<file path="config.mk">
export PLATFORM = sky130hd
export DESIGN_NAME = alu_control_seq
export DESIGN_NICKNAME = d
export VERILOG_FILES = /design/src/rtl/alu_control_seq.sv
export SDC_FILE = /design/constraint.sdc
export NUM_CORES = 1
export LEC_CHECK = 0
export CAP_MARGIN = 20
export CELL_PAD_IN_SITES_DETAIL_PLACEMENT = 1
export CELL_PAD_IN_SITES_GLOBAL_PLACEMENT = 1
export CORE_ASPECT_RATIO = 0.9
export CORE_MARGIN = 3
export CORE_UTILIZATION = 33
export CTS_CLUSTER_SIZE = 16
export DETAILED_ROUTE_END_ITERATION = 8
export HOLD_SLACK_MARGIN = 0.05
export PLACE_DENSITY = 0.83
export SLEW_MARGIN = 10
export SYNTH_ARGS = -nofsm -noshare
export SYNTH_HDL_FRONTEND = slang
export SYNTH_SLANG_ARGS = --single-unit
</file>
<file path="constraint.sdc">
create_clock -name clk -period 3.4 [get_ports clk]
set_input_delay 0.51 -clock clk [delete_from_list [all_inputs] [get_ports clk]]
set_output_delay 0.51 -clock clk [all_outputs]
set_load 0.02 [all_outputs]
</file>
<file path="src/rtl/alu_control_seq.sv">
// alu_control_seq
// Registered ALU control decoder with multi-cycle multiply/divide tracking.
// It decodes rtype/beq/func into an ALU op code and registers it into the
// execute stage. Multiply and divide hold the block BUSY for their latency,
// so the front end stalls on in_ready until the long operation completes.
//
// Ports:
//   clk       - clock, rising edge
//   rst_n     - synchronous active-low reset
//   in_valid  - decode stage presents an instruction
//   rtype     - instruction is R-type
//   beq       - instruction is branch-equal
//   func      - R-type function field (FUNC_W bits)
//   flush     - synchronous pipeline flush, aborts any in-flight operation
//   in_ready  - block can accept (state is IDLE), from state register only
//   out_op    - registered ALU op code (OP_W bits)
//   out_valid - out_op is a completed/issuable result this cycle
//   out_multi - current/last accepted op is multi-cycle
//   busy      - multi-cycle operation in progress (state is BUSY)
module alu_control_seq #(
  parameter int unsigned       FUNC_W   = 4,
  parameter int unsigned       OP_W     = 4,
  parameter logic [OP_W-1:0]   BEQ_OP   = OP_W'(4'b0010),
  parameter logic [OP_W-1:0]   ADD_OP   = OP_W'(4'b0011),
  parameter logic [FUNC_W-1:0] MUL_FUNC = FUNC_W'(4'b1000),
  parameter logic [FUNC_W-1:0] DIV_FUNC = FUNC_W'(4'b1001),
  parameter int unsigned       MUL_LAT  = 4,
  parameter int unsigned       DIV_LAT  = 8
) (
  input  logic              clk,
  input  logic              rst_n,
  input  logic              in_valid,
  input  logic              rtype,
  input  logic              beq,
  input  logic [FUNC_W-1:0] func,
  input  logic              flush,
  output logic              in_ready,
  output logic [OP_W-1:0]   out_op,
  output logic              out_valid,
  output logic              out_multi,
  output logic              busy
);

  // Counter only ever holds L-2, so clog2 of the larger latency is enough.
  localparam int unsigned MAX_LAT = (MUL_LAT > DIV_LAT) ? MUL_LAT : DIV_LAT;
  localparam int unsigned CNT_W   = ($clog2(MAX_LAT) < 1) ? 1 : $clog2(MAX_LAT);

  typedef enum logic [0:0] {
    IDLE = 1'b0,
    BUSY = 1'b1
  } state_t;

  state_t             state_q, state_d;
  logic [CNT_W-1:0]   cnt_q, cnt_d;
  logic [OP_W-1:0]    op_d;
  logic               valid_d;
  logic               multi_d;

  logic [OP_W-1:0]    func_op;
  logic [OP_W-1:0]    dec_op;
  logic               is_multi;
  logic [CNT_W-1:0]   lat_m2;
  logic               accept;

  // func mapped onto the op width: zero-extend or keep the low bits.
  if (FUNC_W >= OP_W) begin : g_func_trunc
    assign func_op = func[OP_W-1:0];
  end else begin : g_func_ext
    assign func_op = {{(OP_W-FUNC_W){1'b0}}, func};
  end

  // Decode; branch-compare takes priority over the func field.
  always_comb begin
    dec_op = ADD_OP;
    if (rtype && beq) begin
      dec_op = BEQ_OP;
    end else if (rtype) begin
      dec_op = func_op;
    end
  end

  // Multi-cycle detection and the initial countdown value (L-2).
  assign is_multi = rtype && !beq && ((func == MUL_FUNC) || (func == DIV_FUNC));
  assign lat_m2   = (func == DIV_FUNC) ? CNT_W'(DIV_LAT - 2) : CNT_W'(MUL_LAT - 2);

  assign in_ready = (state_q == IDLE);
  assign busy     = (state_q == BUSY);
  assign accept   = in_valid && in_ready && !flush;

  // Next-state and next-output logic.
  always_comb begin
    state_d = state_q;
    cnt_d   = cnt_q;
    op_d    = out_op;
    valid_d = 1'b0;
    multi_d = out_multi;

    if (flush) begin
      state_d = IDLE;
      cnt_d   = '0;
      multi_d = 1'b0;
    end else begin
      unique case (state_q)
        IDLE: begin
          if (accept) begin
            op_d = dec_op;
            if (is_multi) begin
              multi_d = 1'b1;
              cnt_d   = lat_m2;
              state_d = BUSY;
            end else begin
              multi_d = 1'b0;
              valid_d = 1'b1;
            end
          end
        end
        BUSY: begin
          if (cnt_q != '0) begin
            cnt_d = cnt_q - CNT_W'(1);
          end else begin
            valid_d = 1'b1;
            state_d = IDLE;
          end
        end
        default: begin
          state_d = IDLE;
        end
      endcase
    end
  end

  // State and output registers.
  always_ff @(posedge clk) begin
    if (!rst_n) begin
      state_q   <= IDLE;
      cnt_q     <= '0;
      out_op    <= '0;
      out_valid <= 1'b0;
      out_multi <= 1'b0;
    end else begin
      state_q   <= state_d;
      cnt_q     <= cnt_d;
      out_op    <= op_d;
      out_valid <= valid_d;
      out_multi <= multi_d;
    end
  end

endmodule

</file>
* Yosys cells after proc, flatten, opt, wreduce, memory -nomap -nowiden
Index checks and enable logic that the tools add are counted.
** Storage, ports and cells
- Bits in registers :: 10
- Output and inout port bits :: 8
- Word-level logic and storage cells :: 42
** Operators by class
- $add $sub $neg :: 1
- Equality and inequality tests :: 5
- Muxes and demuxes :: 15
- Bitwise gates (word level) :: 3
- Reduce and logical (&&, ||, !) cells :: 13
** Operator list (count)
- $mux 3 :: 4
- $eq 4x4->1 const B :: 2
- $mux 4 :: 2
- $mux 1 :: 6
- $ne 2x1->1 const B :: 3
- $pmux 3 s2 :: 1
- $reduce_and 3->1 :: 2
- $logic_and 1x1->1 :: 5
- $pmux 1 s2 :: 2
- $not 1->1 :: 3
- $reduce_bool 3->1 :: 1
- $sub 3x1->3 const B :: 1
- $logic_not 1->1 :: 2
- $reduce_and 2->1 :: 1
- $reduce_or 2->1 :: 1
- $logic_or 1x1->1 :: 1

* Longest topological paths before layout
- Depth in word-level cells :: 6
- Gate-level depth with buffers :: 5
- Gate-level depth less buffers :: 5

* Least setup slack after synthesis
Ideal clock, no wire load.
- Path kind :: register to register
- From :: register state_q (netlist: busy)
- To :: register cnt_q[2]
- Setup time :: 123 ps
- Arrival time :: 1197 ps
- Data required time :: 3277 ps
- Setup slack :: 2080 ps
- Stages on the path, launching flop included :: 5
- Clock period less this slack :: 1320 ps
- Path through :: dfxtp_1 buf_6 or3b_4 o32ai_2 a21oi_1
** Between the ends
- Longest elaborated chain between the ends :: 5
- Elaborated cells on any way between the ends :: 8
- Those cells by class :: eq/ne (3); mux (1); bitwise (1); reduce/logical (3)
** Ends and longest elaborated chain
- start: declaration :: RTL line 53 : state_t state_q, state_d;
- start signal: assignment :: RTL line 141 : state_q <= state_d;
- $not 1->1 (no line)
- $logic_and 1x1->1 (2 in a row) :: RTL line 88 : assign accept = in_valid && in_ready && !flush;
- $ne 2x1->1 (no line)
- $reduce_and 3->1 (no line)
- end signal: assignment :: RTL line 142 : cnt_q <= cnt_d;
- end: declaration :: RTL line 54 : logic [CNT_W-1:0] cnt_q, cnt_d;
Parallel ways exist; a longest one is shown, timed or not.
A chain may end at the register's enable or synchronous reset.

* Final worst setup path
- From :: register state_q (netlist: busy)
- To :: output port busy
** RTL lines
- end: declaration :: RTL line 41 : output logic busy
No word-level cell between the ends.

==> results.md <==
Status:
- The run finished with clean final reports.

Synth:
- The part of the Yosys area used for sequential elements is 37.9%.
- For this run, the leading register cell type out of synthesis is sky130_fd_sc_hd__dfxtp_1.
- By area the synthesized netlist is led by sky130_fd_sc_hd__dfxtp_1, sky130_fd_sc_hd__a21oi_1, sky130_fd_sc_hd__ha_1, sky130_fd_sc_hd__inv_1, sky130_fd_sc_hd__nand2_1.
- Counting flops with a built-in enable in the synthesized netlist gives 0.
- The cell with the most instances after synthesis is sky130_fd_sc_hd__dfxtp_1.
- Yosys printed 0 warnings.
- The gate count after technology mapping is 56.
- The average instance area after synthesis is 9.43 sq um.
- The number of nets in the synthesized netlist is 68.
- The register bit total from synthesis is 10.
- The number of distinct library cells after synthesis is 27.
- The fraction of post-synthesis cell area in the top cell type by area is 37.9%.
- Counting flops with an async set or reset pin after synthesis yields a share of 0%.
- The netlist area before placement is approximately 530 sq um.
- Ranked by instance count, the synthesized netlist is headed by sky130_fd_sc_hd__dfxtp_1, sky130_fd_sc_hd__a21oi_1, sky130_fd_sc_hd__inv_1, sky130_fd_sc_hd__nand2_1.
- The largest total area in the synthesized netlist belongs to sky130_fd_sc_hd__dfxtp_1.

Critical path:
- The worst setup path is captured at a primary output.
- In this run the critical register-to-register path is launched from busy.
- At the worst endpoint, the arrival time is 1490 ps.
- The type of origin of the critical path is a flip-flop.
- In this run the register-to-register setup slack is 2060 ps.
- The number of buffers and inverters on the critical path is 1.
- The highest cell delay on the worst timing path is 680 ps.
- For the worst setup path, the data required time is just under 3000 ps.
- The class of the most critical setup path is reg -> out.
- The length in cells of the worst reg-to-reg path is 3.
- The most critical setup path has its startpoint at busy.
- The signal on the critical path passes through clkdlybuf4s50_1.
- In this run the number of cells on the critical path is 1.
- The largest individual stage delay along the critical path comes from the cell sky130_fd_sc_hd__clkdlybuf4s50_1.
- Of all nets on the critical path, the largest fanout is 10.
- The largest delay contributor family on the critical path is buffers and inverters.

Clocking:
- The maximum clock path buffer count is 2.
- CTS built an H-tree with a depth of 1.
- For the worst-skew pair, the clock arrives at the later sink with an insertion delay of roughly 270 ps.
- After clock tree synthesis, the clock-pin slew on the worst setup and hold paths is 60 ps.
- The number of buffers inserted to repair setup after CTS is 0.
- Buffers inserted to repair hold after CTS numbered 0.
- The tree is rooted in a sky130_fd_sc_hd__clkbuf_4.
- The clock tree from TritonCTS is yes.
- The number of clock buffers added by TritonCTS is 3.
- The clock sink count is 10.
- The count of instances resized after the clock tree is built is 0.

Min path:
- The start point of the worst hold path is out_op[2].
- Counting instances, the worst hold path has a depth of 2.
- The kind of path behind the tightest hold check is reg -> reg.

Power and ir drop:
- After layout, the design draws a total of between 0.0002 and 0.00025 W.
- The static power due to leakage is 0.254 nW.
- The logic gate share of total power is 15.3%.
- The switching power is 0.0000592 W.
- IR analysis of the VDD net gives a maximum drop of 0.249 mV.
- The share of power burned in registers is approximately half.
- The cell area power density is 326 nW/um^2.
- Net switching is 24.7% of the power.
- The design internal power is 0.000181 W.
- The clock network burns 34.4% of the power.

Global route:
- The largest net degree at the start of global routing is 11.
- The initial antenna violation count was 0.
- The global-route wire length before repair is 2150 microns.
- The total overflow left after global routing is 0.
- Global routing consumed, over all layers together, 15.4% of the routing resources.
- The via count of the first global-routing pass is 476.

Route:
- The via total after detailed routing is 477.
- The first-pass iteration count of the detailed router is 4.
- In this run, the number of DRC markers left after iteration 0 of detailed routing was 1.
- The count of nets left with antenna violations once routing finished came out at 0.
- In the routed design, unresolved DRC markers number 0.
- The average detailed-routed wire length per instance is around 13 microns.
- The final layout contains routed wiring with a total length of 1270 microns.
- Using the TritonRoute via totals, the vias-per-cell ratio works out to 4.92.

Die:
- The die footprint is 2120 sq um.
- After floorplanning, the core was sized to cover 1480 sq um.
- The vertical die dimension is 43.9 microns.
- The I/O pin total is 18.
- The count of standard-cell rows is 13.
- The initial standard-cell utilization of the core is 35.7%.
- In this run the horizontal extent of the chip is 48.2 microns.

Final layout:
- The net count reported at finish is 89.
- The number of antenna repair diodes is 0.
- The post-layout utilization of the core is 49.8%.
- The share of cells above drive strength 1 is 10.7%.
- The count of placed standard cells in the final layout, fillers left out is 97.
- Compared with the post-synthesis result, the final layout area differs by 39.6%.

Placed design:
- The count of input and output buffers is 17.
- The HPWL reported at the end of detailed placement is 1010 microns.
- Routability-driven placement finished with a final weighted congestion of 0.743.
- The count of placed standard cells including taps is 94.

Timing:
- In the finished design, the share of the clock period the worst path needs comes to 58.8%.
- The setup total negative slack is 0 ps.
- The tightest hold path in the finished design has a slack of 466 ps.
- The count of pins over their slew limit came to 0.
- The final critical-path required period is between 2000 and 2500 ps.
- For the pin with the worst max-slew slack, the measured transition is 441 ps.
- In this run the tightest slew margin relative to its limit is between 70 and 80%.
- Based on the critical path, the design can be clocked at up to 0.500 GHz.
- The clock arrives with approximately 1.4 ps of skew.
- The number of endpoints with negative hold slack in the final report is 0.
- Setup repair after global routing left no endpoint under its margin.
- Setup violations remaining at the end of the flow were counted as 0.

Run:
- The number of max-cap violations is 0.
[layout make-up]
class / count / area, sq um
inverters: 5 / 18.8
repair buffers: 17 / 170
clock buffers: 3 / 22.5
multi-input cells: 40 / 298
fillers: 177 / 743
well taps: 22 / 27.5
flip-flops and latches: 10 / 200
[worst paths after layout]
| kind | endpoint |
|---|---|
| worst max-delay path | busy |
| worst min-delay path | out_op[2] |
| worst min register to register | out_op[2] |
| worst max register to register | cnt_q[0] |
[kinds of logic (layout without fill, tap and decap cells)]
family                   after synthesis  count (layout)  share of synthesized area, %
flip-flops                            10              10                          37.9
AO/OA/AOI/OAI                         15              15                          21.3
adder cells (fa/ha/maj)                2               2                          4.74
XOR/XNOR                               1               1                          1.66
buffers and inverters                  6              25                          5.69
AND/OR/NAND/NOR                       22              22                          28.7
[power by group through the flow]
| stage | Combinational [W] | Sequential, W | Clock (W) |
|---|---|---|---|
| after floorplan | 0.0000133 | 0.000126 | 0 |
| after global placement | 0.0000364 | 0.000123 | 0 |
| after detailed placement | 0.0000370 | 0.000123 | 0 |
| after CTS | 0.0000371 | 0.000121 | 0.0000880 |
| after global routing | 0.0000402 | 0.000121 | 0.0000927 |
| final | 0.0000367 | 0.000121 | 0.0000825 |
[routing by layer]
metal  vias to the layer above  global-route usage [%]  wire (microns)
li1                        242                       -               -
met1                       215                    17.3             558
met2                        15                    23.2             595
met3                         5                    7.88              89
met4                         0                    8.06              31
met5                         -                       0               0
[worst min-delay path, delay by kind of cell, from the launching register on]
kind	cells	cell delay, ps
AND/OR/NAND/NOR	1	50
AO/OA/AOI/OAI	1	60
flip-flops	1	310
[layout by cell type (no fill, tap or decap), types with 2 or more instances in the layout]
cell                              count
sky130_fd_sc_hd__nor2b_1              3
sky130_fd_sc_hd__nand2_1              5
sky130_fd_sc_hd__nor2_1               2
sky130_fd_sc_hd__nand2b_1             3
sky130_fd_sc_hd__inv_1                5
sky130_fd_sc_hd__ha_1                 2
sky130_fd_sc_hd__nand3_1              3
sky130_fd_sc_hd__dfxtp_1             10
sky130_fd_sc_hd__clkbuf_4             3
sky130_fd_sc_hd__clkdlybuf4s50_1     17
sky130_fd_sc_hd__a21oi_1              5
[metrics by stage]
step | area [sq um] | setup WS (ps)
finish | 737 | 1400
global route | 737 | 1300
CTS | 737 | 1370
detailed placement | 714 | 1480
global placement | 714 | 1520
floorplan | 528 | 2080
[registers in the layout, indices dropped and copies added (netlist names)]
signal and cells:
busy 1, cnt_q 3, out_multi 1, out_op 4, out_valid 1
Note: power is estimated with default switching activity, not from simulation.
==> RTL change 1, RTL diff (same flow settings) <==
`OP_W`: 4 -> 6.
--- a/src/rtl/alu_control_seq.sv
+++ b/src/rtl/alu_control_seq.sv
@@ -19,7 +19,7 @@
 //   busy      - multi-cycle operation in progress (state is BUSY)
 module alu_control_seq #(
   parameter int unsigned       FUNC_W   = 4,
-  parameter int unsigned       OP_W     = 4,
+  parameter int unsigned       OP_W     = 6,
   parameter logic [OP_W-1:0]   BEQ_OP   = OP_W'(4'b0010),
   parameter logic [OP_W-1:0]   ADD_OP   = OP_W'(4'b0011),
   parameter logic [FUNC_W-1:0] MUL_FUNC = FUNC_W'(4'b1000),
Ports: changed (resized out_op); port bits go from 18 to 20. No check against the original RTL was run, so the function may have changed too.
==> RTL change 1 against the unedited design <==
- area after synthesis up 3.8%
- total power down 1.3%
- utilization about the same
- count of clock-buffer cells in the layout unchanged
- wire length up 1.1%
- setup slack worse by 0.012 ns
- critical path depth up 1
- clock power down 6.8%
- maximum frequency down 0.61%
- sequential cell count unchanged
- cell area up 1.2%
==> RTL change 1: results <==
{
  "synthTopCellsByCount": "10 x dfxtp_1, 6 x nand2_1, 5 x nor2b_1",
  "viasPerCell": 4.96,
  "r2r-start": "busy",
  "cts.htree.levels": 1,
  "finalNonFillerCells": 99,
  "place_inst": 96,
  "synth_xor_area_frac": 0.0160,
  "worstHoldEndpoint": "out_multi",
  "vdd_drop_max_v": 0.000187,
  "grt_usage": 0.139,
  "reg2reg_setup_slack_ns": 1.98,
  "leakagePower_uw": 0.000262,
  "grt_pass1_vias": 520,
  "synth_mux_area_frac": 0,
  "yosys_warnings": 0,
  "synthAdderAreaFrac": 0.0457,
  "r2r_cells": 3,
  "status": "complete, no violations",
  "finalNetCount": 91,
  "dp_hpwl_um": 1060,
  "antenna_found_initial": 0,
  "avgSynthCellArea_um2": 9.29,
  "port_buffers": 17,
  "wl_um": 1290,
  "fin_skew_ns": 0.00739,
  "drc": 0,
  "root_buffer": "clkbuf_4",
  "hold_slack_ns": 0.463,
  "yosysSeqAreaShare": 0.365,
  "place.gp.congestion": 0.732,
  "dr.first_iter.drc_count": 2,
  "nFillCells": 187,
  "drive_above_1_share": 0.104,
  "first_pass_iters": 2,
  "hp-start": "out_multi",
  "grt_pass1_wl_um": 2280,
  "synth.area.top_cells": "dfxtp_1 37%, nor2b_1 5.7%, ha_1 4.6%, nand2b_1 4.6%, nand2_1 4.1%",
  "post_cts_resized": 0,
  "p_int_uw": 181,
  "numCtsBuffers": 3,
  "synth_compound_area_frac": 0.219,
  "dpl-instance-area_um2": 723,
  "crit_arrival_ns": 1.50
}
-- RTL change 1: per-stage QoR --
| step | util | setup slack [ns] |
|---|---|---|
| finish | 0.498 | 1.39 |
| global route | 0.498 | 1.29 |
| floorplan | - | 1.98 |
| global placement | 0.483 | 1.44 |
| CTS | 0.498 | 1.36 |
| detailed placement | 0.483 | 1.42 |
-- RTL change 1: area by class of cell --
type                            count  area share
Tap cell                           22      0.0369
Clock buffer                        3      0.0302
Sequential cell                    10       0.268
Multi-Input combinational cell     44       0.421
Inverter                            3      0.0151
Timing Repair Buffer               17       0.228
-- RTL change 1: how the worst max path moves through the flow --
stage / start / to
2_1_floorplan: busy / cnt_q[2]
3_3_place_gp: rst_n / cnt_q[0]
3_5_place_dp: rtype / cnt_q[0]
4_1_cts: busy / in_ready
5_1_grt: busy / in_ready
6_report: busy / in_ready
-- RTL change 1: kinds of logic (layout without fill, tap and decap cells) --
group	after synthesis	count (layout)
xor gates and xnor gates	1	1
AOI/OAI and AO/OA	15	15
and+or+nand+nor	24	24
buffers and inverters	6	23
adders and majority gates	2	2
DFF	10	10
other	1	2
-- RTL change 1: power by group through the flow --
stage	Combinational [uW]	Sequential (uW)	Clock, uW
after floorplan	16.6	126	0
after CTS	39.4	121	82.5
after detailed placement	39.0	124	0
after global routing	42.1	121	86.8
final	38.9	121	76.9
after global placement	38.4	123	0
-- RTL change 1: worst max-delay path: stages, from the launching register on --
cell and delay (ns):
dfxtp_1 0.56, inv_1 0.13, clkdlybuf4s50_1 0.56
-- RTL change 1: routing by layer --
| metal | up-vias | wire, um | GRT usage |
|---|---|---|---|
| li1 | 244 | - | - |
| met1 | 231 | 588 | 0.162 |
| met2 | 16 | 628 | 0.236 |
| met3 | 0 | 71 | 0.0505 |
| met4 | 0 | 0 | 0.0511 |
| met5 | - | 0 | 0 |
==> RTL change 2, RTL diff (same settings) <==
Made on the original files. Reset style: asynchronous (`rst_n`), changed in one clocked block. Comments in the files are not updated.
--- a/src/rtl/alu_control_seq.sv
+++ b/src/rtl/alu_control_seq.sv
@@ -130,7 +130,7 @@
   end
 
   // State and output registers.
-  always_ff @(posedge clk) begin
+  always_ff @(posedge clk or negedge rst_n) begin
     if (!rst_n) begin
       state_q   <= IDLE;
       cnt_q     <= '0;
Check against the original RTL: differs if rst_n is asserted again (counterexample within 4 cycles, from zero or initial values and one cycle with rst_n low); with rst_n held inactive, the same outputs for 10 cycles.
==> RTL change 2 against the unedited design <==
- total power is 20% higher
- critical path depth did not move
- area after synthesis is 5.9% higher
- count of clock-buffer cells in the layout increased by 1
- sequential cell count is the same
- maximum frequency fell by 2.9%
- wire length increased by 9.0%
- first-iteration DRC count rose to 3.0 times the old value
- die area grew 5.1%
- cell area up 5.6%
- setup slack worse by 0.059 ns
- largest power group unchanged
==> RTL change 2: results <==
{
  "post_cts_resized": 0,
  "crit_slowest_cell": "clkdlybuf4s50_1",
  "antenna_found_initial": 0,
  "dr.first_iter.drc_count": 3,
  "crit_fanout": 10,
  "drive_above_1_share": 0.164,
  "finalNetCount": 86,
  "vdd_drop_max_v": 0.000204,
  "reg.largest.list": "out_op (4), cnt_q (3)",
  "crit_arrival_ns": 1.55,
  "port_buffers": 17,
  "path_delay_family": "buffers and inverters",
  "viasPerCell": 4.71,
  "yosys_warnings": 0,
  "slew_viol_final": 0,
  "yosysSeqAreaShare": 0.447,
  "clk_latency_ns": 0.27,
  "dpl-instance-area_um2": 742,
  "leakagePower_uw": 0.000315,
  "grt_pass1_vias": 499,
  "grt_usage": 0.150,
  "post_cts_buffers": 0,
  "min_path_type": "reg -> reg",
  "first_pass_iters": 2,
  "wl_um": 1390,
  "async_reset_ff_frac": 1.00,
  "fin_skew_ns": 0.00893,
  "grt_pass1_wl_um": 2410,
  "syn_nets": 66,
  "synthFlopType": "dfrtp_1",
  "place.gp.congestion": 0.669,
  "fin_setup_tns_ns": 0,
  "path_clk_slew_ns": 0.08,
  "cts.htree.levels": 1,
  "dp_hpwl_um": 1040,
  "synthTopCellsByCount": "10 x dfrtp_1, 8 x inv_1, 6 x nor2_1",
  "root_buffer": "clkbuf_4",
  "cts_buffer_depth": 2,
  "synth.area.top_cells": "dfrtp_1 45%, nor3b_4 6.7%, inv_1 5.4%, ha_1 4.5%, nor2_1 4.0%",
  "grt_max_degree": 11,
  "numCtsBuffers": 3,
  "status": "complete, no violations",
  "critical-path-max-stage-delay_ns": 0.69,
  "n_antenna_cell": 0,
  "slew_headroom": 0.670,
  "critPathLaunchType": "register",
  "synth_cell_types": 24
}
## RTL change 2: report_power, final
part | switching, uW | internal, uW | leakage [uW]
clock | 44.6 | 65.0 | 0.0000210
sequential | 2.95 | 124 | 0.000130
combinational | 25.0 | 26.9 | 0.000165
total | 72.5 | 216 | 0.000315
## RTL change 2: final cells by class
cell class	instances	area, um2
Fill cell	179	734
Inverter	8	30.0
Sequential cell	10	250
Multi-Input combinational cell	34	264
Tap cell	22	27.5
Clock buffer	4	36.3
Timing Repair Buffer	17	170
## RTL change 2: stage by stage
stage,worst slack (ns),instances
final,1.34,95
after global placement,1.61,91
after floorplan,2.10,54
after detailed placement,1.57,91
after global routing,1.26,95
after CTS,1.34,95
## RTL change 2: layer usage
layer  global-route usage  share of wire  vias up
met4               0.0497         0.0086        0
met2                0.246           0.48       11
met1                0.186           0.47      208
met3               0.0528          0.045        2
met5                    0              0        -
li1                     -              -      226
## RTL change 2: worst paths after layout
check | endpoint | start | slack [ns] | cells past startpoint
max in group asynchronous | busy | rst_n | 2.49 | 1
worst max-delay path | busy | busy | 1.34 | 1
worst min register to register | cnt_q[1] | cnt_q[1] | 0.53 | 2
worst min-delay path | cnt_q[1] | cnt_q[1] | 0.53 | 2
worst max register to register | cnt_q[0] | cnt_q[0] | 1.98 | 6
min in group asynchronous | out_op[0] | rst_n | 0.56 | 1
## RTL change 2: kinds of logic (layout without fill, tap and decap cells)
kind of cell	count (synthesis)	count (layout)	share of synthesized area
compound gates	15	15	0.195
buf+inv	10	29	0.0805
flops	10	10	0.447
simple gates	17	17	0.233
fa+ha+maj	2	2	0.0447
